===== src/rtl/pc_fetch_ctrl_pkg.sv =====
// Shared configuration for the fetch controller slice: the address
// width, an all-zero word, and a helper that sizes occupancy counters.
package pc_fetch_ctrl_pkg;

  localparam int AddrLen = 32;
  localparam logic [AddrLen-1:0] ZERO_WORD = '0;

  // An occupancy counter has to represent 0..depth inclusive, so it
  // needs one more bit than the pointers.
  function automatic int cnt_width(input int depth);
    return $clog2(depth) + 1;
  endfunction

endpackage


===== src/rtl/pc_tag_fifo.sv =====
// Small circular queue that holds {pc, epoch} tags for fetches that are
// in flight. The head entry is always visible on data_o, so a consumer
// can inspect it and pop it in the same cycle. DEPTH must be a power of
// two, which lets the pointers wrap by natural overflow.
module pc_tag_fifo
  import pc_fetch_ctrl_pkg::*;
#(
  parameter int WIDTH = 8,
  parameter int DEPTH = 2
) (
  input  logic             clk,
  input  logic             rst,
  input  logic             push_i,
  input  logic             pop_i,
  input  logic [WIDTH-1:0] data_i,
  output logic [WIDTH-1:0] data_o,
  output logic             full_o,
  output logic             empty_o
);

  localparam int PtrW = $clog2(DEPTH);
  localparam int CntW = cnt_width(DEPTH);

  logic [PtrW-1:0]  wr_ptr_q, wr_ptr_d;
  logic [PtrW-1:0]  rd_ptr_q, rd_ptr_d;
  logic [CntW-1:0]  count_q, count_d;
  logic [WIDTH-1:0] mem_q [DEPTH];
  logic             push_ok;
  logic             pop_ok;

  assign full_o  = (count_q == CntW'(DEPTH));
  assign empty_o = (count_q == '0);
  assign data_o  = mem_q[rd_ptr_q];

  // A push into a full queue or a pop from an empty one is ignored.
  assign push_ok = push_i & ~full_o;
  assign pop_ok  = pop_i & ~empty_o;

  // Pointer and occupancy update; push and pop together leave the count alone.
  always_comb begin
    wr_ptr_d = wr_ptr_q;
    rd_ptr_d = rd_ptr_q;
    count_d  = count_q;
    if (push_ok) wr_ptr_d = wr_ptr_q + PtrW'(1);
    if (pop_ok)  rd_ptr_d = rd_ptr_q + PtrW'(1);
    case ({push_ok, pop_ok})
      2'b10:   count_d = count_q + CntW'(1);
      2'b01:   count_d = count_q - CntW'(1);
      default: count_d = count_q;
    endcase
  end

  // Pointer and count registers; reset empties the queue.
  always_ff @(posedge clk) begin
    if (rst) begin
      wr_ptr_q <= '0;
      rd_ptr_q <= '0;
      count_q  <= '0;
    end else begin
      wr_ptr_q <= wr_ptr_d;
      rd_ptr_q <= rd_ptr_d;
      count_q  <= count_d;
    end
  end

  // Storage write; the contents need no reset because count guards them.
  always_ff @(posedge clk) begin
    if (!rst && push_ok) mem_q[wr_ptr_q] <= data_i;
  end

endmodule


===== src/rtl/pc_fetch_ctrl.sv =====
// Instruction-fetch PC controller. It issues sequential fetch addresses,
// keeps at most MAX_OUT fetches outstanding, and tags each fetch with a
// redirect epoch. Responses return in order; a response whose tag does
// not match the current epoch (or that coincides with a redirect) belongs
// to a flushed path and is dropped without a pc_valid_o pulse.
module pc_fetch_ctrl
  import pc_fetch_ctrl_pkg::*;
#(
  parameter int                   ADDR_LEN  = AddrLen,
  parameter logic [ADDR_LEN-1:0] RESET_VEC = ADDR_LEN'(ZERO_WORD),
  parameter int                   STEP      = 4,
  parameter int                   MAX_OUT   = 2,
  parameter int                   EPOCH_W   = 2
) (
  input  logic                clk,
  input  logic                rst,
  input  logic                rdy,
  input  logic                stall_i,
  input  logic                redirect_i,
  input  logic [ADDR_LEN-1:0] redirect_pc_i,
  output logic                req_valid_o,
  input  logic                req_ready_i,
  output logic [ADDR_LEN-1:0] req_pc_o,
  output logic [EPOCH_W-1:0]  req_epoch_o,
  input  logic                resp_valid_i,
  output logic                pc_valid_o,
  output logic [ADDR_LEN-1:0] pc_o
);

  localparam int TagW = ADDR_LEN + EPOCH_W;

  logic [ADDR_LEN-1:0] pc_q, pc_d;
  logic [EPOCH_W-1:0]  epoch_q, epoch_d;
  logic [ADDR_LEN-1:0] out_pc_q, out_pc_d;
  logic                out_valid_q, out_valid_d;

  logic                fifo_full;
  logic                fifo_empty;
  logic [TagW-1:0]     fifo_head;
  logic [ADDR_LEN-1:0] head_pc;
  logic [EPOCH_W-1:0]  head_epoch;
  logic                handshake;
  logic                pop;
  logic                live;

  assign head_pc    = fifo_head[EPOCH_W +: ADDR_LEN];
  assign head_epoch = fifo_head[EPOCH_W-1:0];

  // Request side: a redirect always wins over issuing, and the queue
  // bounds how many fetches can be in flight.
  assign req_valid_o = rdy & ~rst & ~stall_i & ~redirect_i & ~fifo_full;
  assign req_pc_o    = pc_q;
  assign req_epoch_o = epoch_q;
  assign handshake   = req_valid_o & req_ready_i;

  // Response side: every response retires the oldest entry, but only one
  // from the current epoch, not racing a redirect, reports a completed PC.
  assign pop  = rdy & resp_valid_i & ~fifo_empty;
  assign live = pop & (head_epoch == epoch_q) & ~redirect_i;

  pc_tag_fifo #(
    .WIDTH (TagW),
    .DEPTH (MAX_OUT)
  ) u_tag_fifo (
    .clk     (clk),
    .rst     (rst),
    .push_i  (handshake),
    .pop_i   (pop),
    .data_i  ({pc_q, epoch_q}),
    .data_o  (fifo_head),
    .full_o  (fifo_full),
    .empty_o (fifo_empty)
  );

  // Next fetch PC, epoch and completion report; everything holds while rdy is low.
  always_comb begin
    pc_d        = pc_q;
    epoch_d     = epoch_q;
    out_pc_d    = out_pc_q;
    out_valid_d = out_valid_q;
    if (rdy) begin
      if (redirect_i) begin
        pc_d    = redirect_pc_i;
        epoch_d = epoch_q + EPOCH_W'(1);
      end else if (handshake) begin
        pc_d = pc_q + ADDR_LEN'(STEP);
      end
      out_valid_d = live;
      if (live) out_pc_d = head_pc;
    end
  end

  // State registers with synchronous reset taking priority over everything.
  always_ff @(posedge clk) begin
    if (rst) begin
      pc_q        <= RESET_VEC;
      epoch_q     <= '0;
      out_pc_q    <= '0;
      out_valid_q <= 1'b0;
    end else begin
      pc_q        <= pc_d;
      epoch_q     <= epoch_d;
      out_pc_q    <= out_pc_d;
      out_valid_q <= out_valid_d;
    end
  end

  assign pc_valid_o = out_valid_q;
  assign pc_o       = out_pc_q;

endmodule


===== config.mk =====
export PLATFORM = sky130hd
export DESIGN_NAME = pc_fetch_ctrl
export DESIGN_NICKNAME = d
export VERILOG_FILES = /design/src/rtl/pc_fetch_ctrl_pkg.sv /design/src/rtl/pc_tag_fifo.sv /design/src/rtl/pc_fetch_ctrl.sv
export SDC_FILE = /design/constraint.sdc
export NUM_CORES = 1
export LEC_CHECK = 0
export BUFFER_PORTS_ARGS = -buffer_cell sky130_fd_sc_hd__buf_4
export CORE_MARGIN = 2
export CORE_UTILIZATION = 30
export CTS_CLUSTER_SIZE = 25
export DETAILED_ROUTE_END_ITERATION = 12
export HOLD_SLACK_MARGIN = 0.08
export PLACE_DENSITY = 0.59
export SLEW_MARGIN = 10
export SYNTH_ARGS = -nofsm -noshare
export SYNTH_HDL_FRONTEND = slang
export SYNTH_SLANG_ARGS = --single-unit
export TNS_END_PERCENT = 30

===== constraint.sdc =====
create_clock -name clk -period 3.1 [get_ports clk]
set_input_delay 0.155 -clock clk [delete_from_list [all_inputs] [get_ports clk]]
set_output_delay 0.155 -clock clk [all_outputs]
set_load 0.01 [all_outputs]

### Word level (Yosys, flattened, before mapping)

Memory sizes are Yosys's and may differ from the RTL's. A register that Yosys moved wholly into a read port is not among the register bits.
Cells that the tools add are included.

| word-level totals | value |
|---|---|
| bits in writable memories | 68 |
| output and inout bits | 68 |
| flip-flop bits (word level) | 71 |
| logic and storage cells | 49 |
| memories | 1 |
| input bits | 39 |

| cells by class | value |
|---|---|
| reduce and logical (&&, ||, !) cells | 8 |
| muxes and demuxes | 7 |
| equality and inequality tests | 4 |
| bitwise logic cells | 16 |
| add/subtract/negate cells | 6 |

Memory list:

| name | words | width | read ports | clocked after Yosys merged registers in | wr ports | RTL line | RTL |
|---|---|---|---|---|---|---|---|
| u_tag_fifo.mem_q | 2 | 34 | 1 | 1 | 1 | pc_tag_fifo.sv:27 | `logic [WIDTH-1:0] mem_q [DEPTH];` |

Operators with widths:

| cell | number |
|---|---|
| 32-bit two-way mux | 2 |
| 32-bit by 3-bit adder with 32-bit output (second input constant) | 1 |
| 1-bit AND | 11 |
| 2-bit AND reduction | 3 |
| 1-bit NOT | 5 |
| 2-bit by 1-bit adder with 2-bit output (second input constant) | 2 |
| 2-bit == test (second input constant) | 2 |
| 1-bit two-way mux | 4 |
| 2-bit case mux with 2 select lines | 1 |
| 2-bit nonzero test | 2 |
| 1-bit adder (second input constant) | 2 |
| 2-bit by 1-bit == test with 1-bit output (second input constant) | 1 |
| 2-bit == test | 1 |
| 2-bit zero test | 1 |
| 2-bit by 1-bit subtractor with 2-bit output (second input constant) | 1 |
| 1-bit logical AND | 1 |
| 1-bit zero test | 1 |

### Logic depth before layout (Yosys ltp)

| logic depth | value |
|---|---|
| word-level depth | 10 |
| mapped depth | 8 |
| depth with buffers taken out | 7 |

### Hierarchy

Synthesis repeated with hierarchy kept, for this count alone.

| unflattened totals | value |
|---|---|
| cell total of the unflattened synthesis | 550 |
| area total of the unflattened synthesis | 5,900.7 um^2 |

By module, submodules not included:

| module | times used | area an instance (um^2) | cells each | seq. area each (um^2) |
|---|---|---|---|---|
| pc_fetch_ctrl | 1 | 3,226.8 | 419 | 1,341.3 |
| pc_tag_fifo | 1 | 2,673.8 | 131 | 2,142.1 |

### Worst setup path after synthesis

OpenSTA, ideal clock, no wires.

| timing | value |
|---|---|
| path type | reg2reg |
| from | reg u_tag_fifo.count_q[0] |
| to | mem u_tag_fifo.mem_q[0][0] (netlist name), enable pin |
| library setup time | 0.425 ns |
| clock period less this slack | 2.757 ns |
| stages on the path, launching flop included | 6 |
| slack | 0.343 ns |
| arrival time | 2.331 ns |
| path buffers | 1 |
| cells stage by stage | dfxtp_1 -> nand2b_1 -> and3_1 -> buf_4 -> inv_4 -> nor2_1 |

| on the way | value |
|---|---|
| cells in the longest elaborated chain, start to end | 8 |

RTL lines:

| what | RTL line | RTL |
|---|---|---|
| from (decl) | pc_tag_fifo.sv:26 | `logic [CntW-1:0] count_q, count_d;` |
| from (signal assigned) | pc_tag_fifo.sv:62 | `count_q <= count_d;` |
| 2-bit == test * | pc_tag_fifo.sv:31 | `assign full_o = (count_q == CntW'(DEPTH));` |
| 1-bit NOT * | pc_tag_fifo.sv:36, pc_fetch_ctrl.sv:51 |  |
| 1-bit AND | pc_fetch_ctrl.sv:51 | `assign req_valid_o = rdy & ~rst & ~stall_i & ~redirect_i & ~fifo_full;` |
| 1-bit AND | pc_fetch_ctrl.sv:54 | `assign handshake = req_valid_o & req_ready_i;` |
| 1-bit AND * | pc_tag_fifo.sv:36 | `assign push_ok = push_i & ~full_o;` |
| 1-bit logical AND * | pc_tag_fifo.sv:68 | `if (!rst && push_ok) mem_q[wr_ptr_q] <= data_i;` |
| 1-bit two-way mux * | pc_tag_fifo.sv:68 |  |
| 1-bit two-way mux (not written as such) * | pc_tag_fifo.sv:68 |  |
| to (decl) | pc_tag_fifo.sv:27 |  |

Mark *: on every way between the ends. The rest lies on a longest branch, timed or not.

### Worst setup path in the final report

| timing | value |
|---|---|
| from | reg pc_q[2] (netlist: req_pc_o[2]) |
| to | reg pc_q[30] (netlist: req_pc_o[30]) |

| on the way | value |
|---|---|
| cells in the longest elaborated chain, start to end | 3 |

RTL lines:

| what | RTL line | RTL |
|---|---|---|
| from (decl) | pc_fetch_ctrl.sv:32 | `logic [ADDR_LEN-1:0] pc_q, pc_d;` |
| from (signal assigned) | pc_fetch_ctrl.sv:101 | `pc_q <= pc_d;` |
| 32-bit by 3-bit adder with 32-bit output | pc_fetch_ctrl.sv:86 | `pc_d = pc_q + ADDR_LEN'(STEP);` |
| 32-bit two-way mux | pc_fetch_ctrl.sv:85 | `end else if (handshake) begin` |
| 32-bit two-way mux | pc_fetch_ctrl.sv:82 | `if (redirect_i) begin` |

No other way between the ends. The select of a mux whose other input is x is not followed.
A chain may end at the register's enable or synchronous reset.

==> results.md <==
* Post-route worst setup slack at 539 ps
* Most common library cells after synthesis: 72 x dfxtp_1, 72 x nor2_1, 68 x edfxtp_1, 38 x mux2i_1, 30 x nand2_1
* Grt total ovfl at 0
* R2R depth at 6
* Buf/Inv on CP at 0
* Post-synthesis async set-or-reset flop share at 0%
* Diodes inserted at 0
* Total core area at 0.0195 mm²
* ANT nets after route at 0
* Yosys synthesis warning count at 0
* Final setup violation count at 0
* Worst Path Arrival at 2910 ps
* Yosys top cell area share at 34.4%
* Req. time, crit path at 3450 ps
* Reg area at 0.00348 mm²
* Via/cell ratio at 4.90
* Layout fillers at 1878
* Skew final at 8.38 ps
* # DRC at 0
* Seq/Total Area, Yosys at 58.7%
* Status: finished clean
* Nets at 674
* Synth cell types at 56
* Largest net degree at the start of global routing at 77
* Final slew viol count at 0
* CTS tree: done
* CP max stage delay at 540 ps
* Routed wire length at 15200 µm
* Initial antenna violation count at 0
* Global-route wire length before repair at 23300 µm
* Initial DRC count at 257
* Vias in the first global route at 4250
* Syn_area_per_cell at 11.4 µm²
* Least-Margin Pin Slew at 926 ps
* PwrDens at 555 mW/mm²
* # rows at 51
* GP Congestion at 0.825
* Die Y at 145 µm
* CTS Buf Count at 17
* Via count at 4461
* Worst vdd rail ir drop at 0.373 mV
* Cells after synthesis at 521
* Final min period at 2560 ps
* Setup Total Neg Slack at 0 ps
* H-Tree Depth at 4
* Fin Hold WS at 92.3 ps
* Placed cells at 867
* Setup bufs post-CTS at 0
* Die Span X at 145 µm
* Critical path peak fanout at 9
* Area growth from synthesis to layout at 30.4%
* Total Routing Usage GR at 14.8%
* Clk sinks at 140
* Worst-Skew Late Latency at 420 ps
* Fmax at 390 MHz
* Pre-CTS setup slack at 611 ps
* Synth area leaders: edfxtp_1 34%, dfxtp_1 24%, mux2i_1 6.4%
* CP endpoint kind: register
* Hold depth at 3
* Drt pass-1 iters at 5
* # Max-Cap Violations at 0
* Post-route clock period utilization at 82.6%
* CP top delay family: simple AND/OR/NAND/NOR gates
* Starting Density at 30.5%
* Hold Fails Final Rpt at 0
* Levels on crit path at 6
* Placed Area at 0.00702 mm²
* Multi-input logic area at 0.00229 mm²
* Root Buffer Master: clkbuf_16
* Drt wl/cell at 16.7 µm
* Dominant cell type by area after synthesis: edfxtp_1
* Design Area, Final at 0.00773 mm²
* CTS max path bufs at 2
* EDFF count, synth at 68
* Critical path launch point type: register
* Mapped Area at 0.00593 mm²
* Non-filler cells, final at 911
* Slew HR at 38.2%
* CP max-delay cell: dfxtp_1
* Crit path cell chain: ha_1 > nand4_1 > nor2_1 > nand3_1 > or3_1 > a31oi_1
* Hold WC Path Type: input port to register
* RSZ-0062 raised after global routing: no
* Worst-path clk slew at 60 ps
* Die Area at 0.0209 mm²
* Seq cells post-synth at 140
* Lkg Pwr at 2.72 nW
* # port buffers at 106
* WS Path Type: register to register
* IO Count at 107
* Dpl hpwl at 10500 µm
* Layout cells sized above 1 at 29.3%
* Main synth FF type: dfxtp_1
* Synthesized Nets at 562
sequential cells by signal, indices dropped and copies added, names as in the netlist, named ones only:
| name | flops |
|---|---|
| u_tag_fifo.rd_ptr_q | 1 |
| req_epoch_o | 2 |
| pc_valid_o | 1 |
| pc_o | 32 |
| u_tag_fifo.wr_ptr_q | 1 |
| u_tag_fifo.mem_q | 68 |
| u_tag_fifo.count_q | 2 |
| req_pc_o | 32 |
cell type report:
| cell class | count | share of cell area (%) |
|---|---|---|
| clock inverter | 15 | 2.15 |
| inverter | 7 | 0.372 |
| sequential | 140 | 45.1 |
| tap | 265 | 4.29 |
| multi-input combinational | 340 | 29.6 |
| clock buffer | 17 | 5.50 |
| timing repair buffer | 127 | 13.0 |
kinds of logic (layout without fill, tap and decap cells):
logic type	after synthesis	in the layout	share of synthesized area [%]
compound gates	117	117	15.4
xor+xnor	8	8	1.18
fa+ha+maj	2	2	0.422
buf+inv	41	166	3.06
flops	140	140	58.7
mux	39	39	6.60
simple gates	174	174	14.6
worst register-to-register path, delay by kind of cell, from the launching register on:
family	cells	cell delay [ps]
DFF	1	540
AOI/OAI and AO/OA	1	150
adders and majority gates	1	270
and+or+nand+nor	4	1540
per-layer routing:
layer	GRT usage, %	part of all wire [%]	vias up
met5	0	0	-
met4	4.29	1.0	0
met3	4.07	5.9	12
met2	23.0	47	121
met1	20.2	46	2136
li1	-	-	2192
path summary, 6_finish.rpt:
kind | startpoint | endpoint | slack (ps)
worst max-delay path | req_pc_o[2] | req_pc_o[30] | 540
worst min-delay path | redirect_pc_i[23] | req_pc_o[23] | 90
worst max register to register | req_pc_o[2] | req_pc_o[30] | 540
worst min register to register | req_pc_o[0] | req_pc_o[0] | 500
power breakdown:
part           switching, mW  internal [mW]  leakage (nW)
sequential            0.0572           1.97          1.24
combinational          0.133          0.124          1.19
clock                  0.812           1.20         0.286
total                   1.00           3.29          2.72
metrics by stage:
step	utilization, %	power [mW]
6_report	39.7	4.29
5_1_grt	39.7	4.45
4_1_cts	39.7	4.34
3_5_place_dp	36.1	2.31
3_3_place_gp	36.1	2.30
2_1_floorplan	-	2.17
cells in the final DEF (no fill, tap or decap), drive strengths merged, types with 13 or more instances in the layout:
master	Yosys	routed
nor2	72	72
mux2i	38	38
dfxtp	72	72
a21oi	16	16
clkbuf	18	17
nand2	31	31
buf	16	115
o21ai	14	14
nand3	14	14
a22oi	13	13
edfxtp	68	68
a211oi	33	33
what timing repair did:
action                                 in CTS  in global routing
resized for setup                           0                  0
hold buffers                               12                  0
endpoints found under the hold margin      12                  0
(Power assumes the default switching activity.)
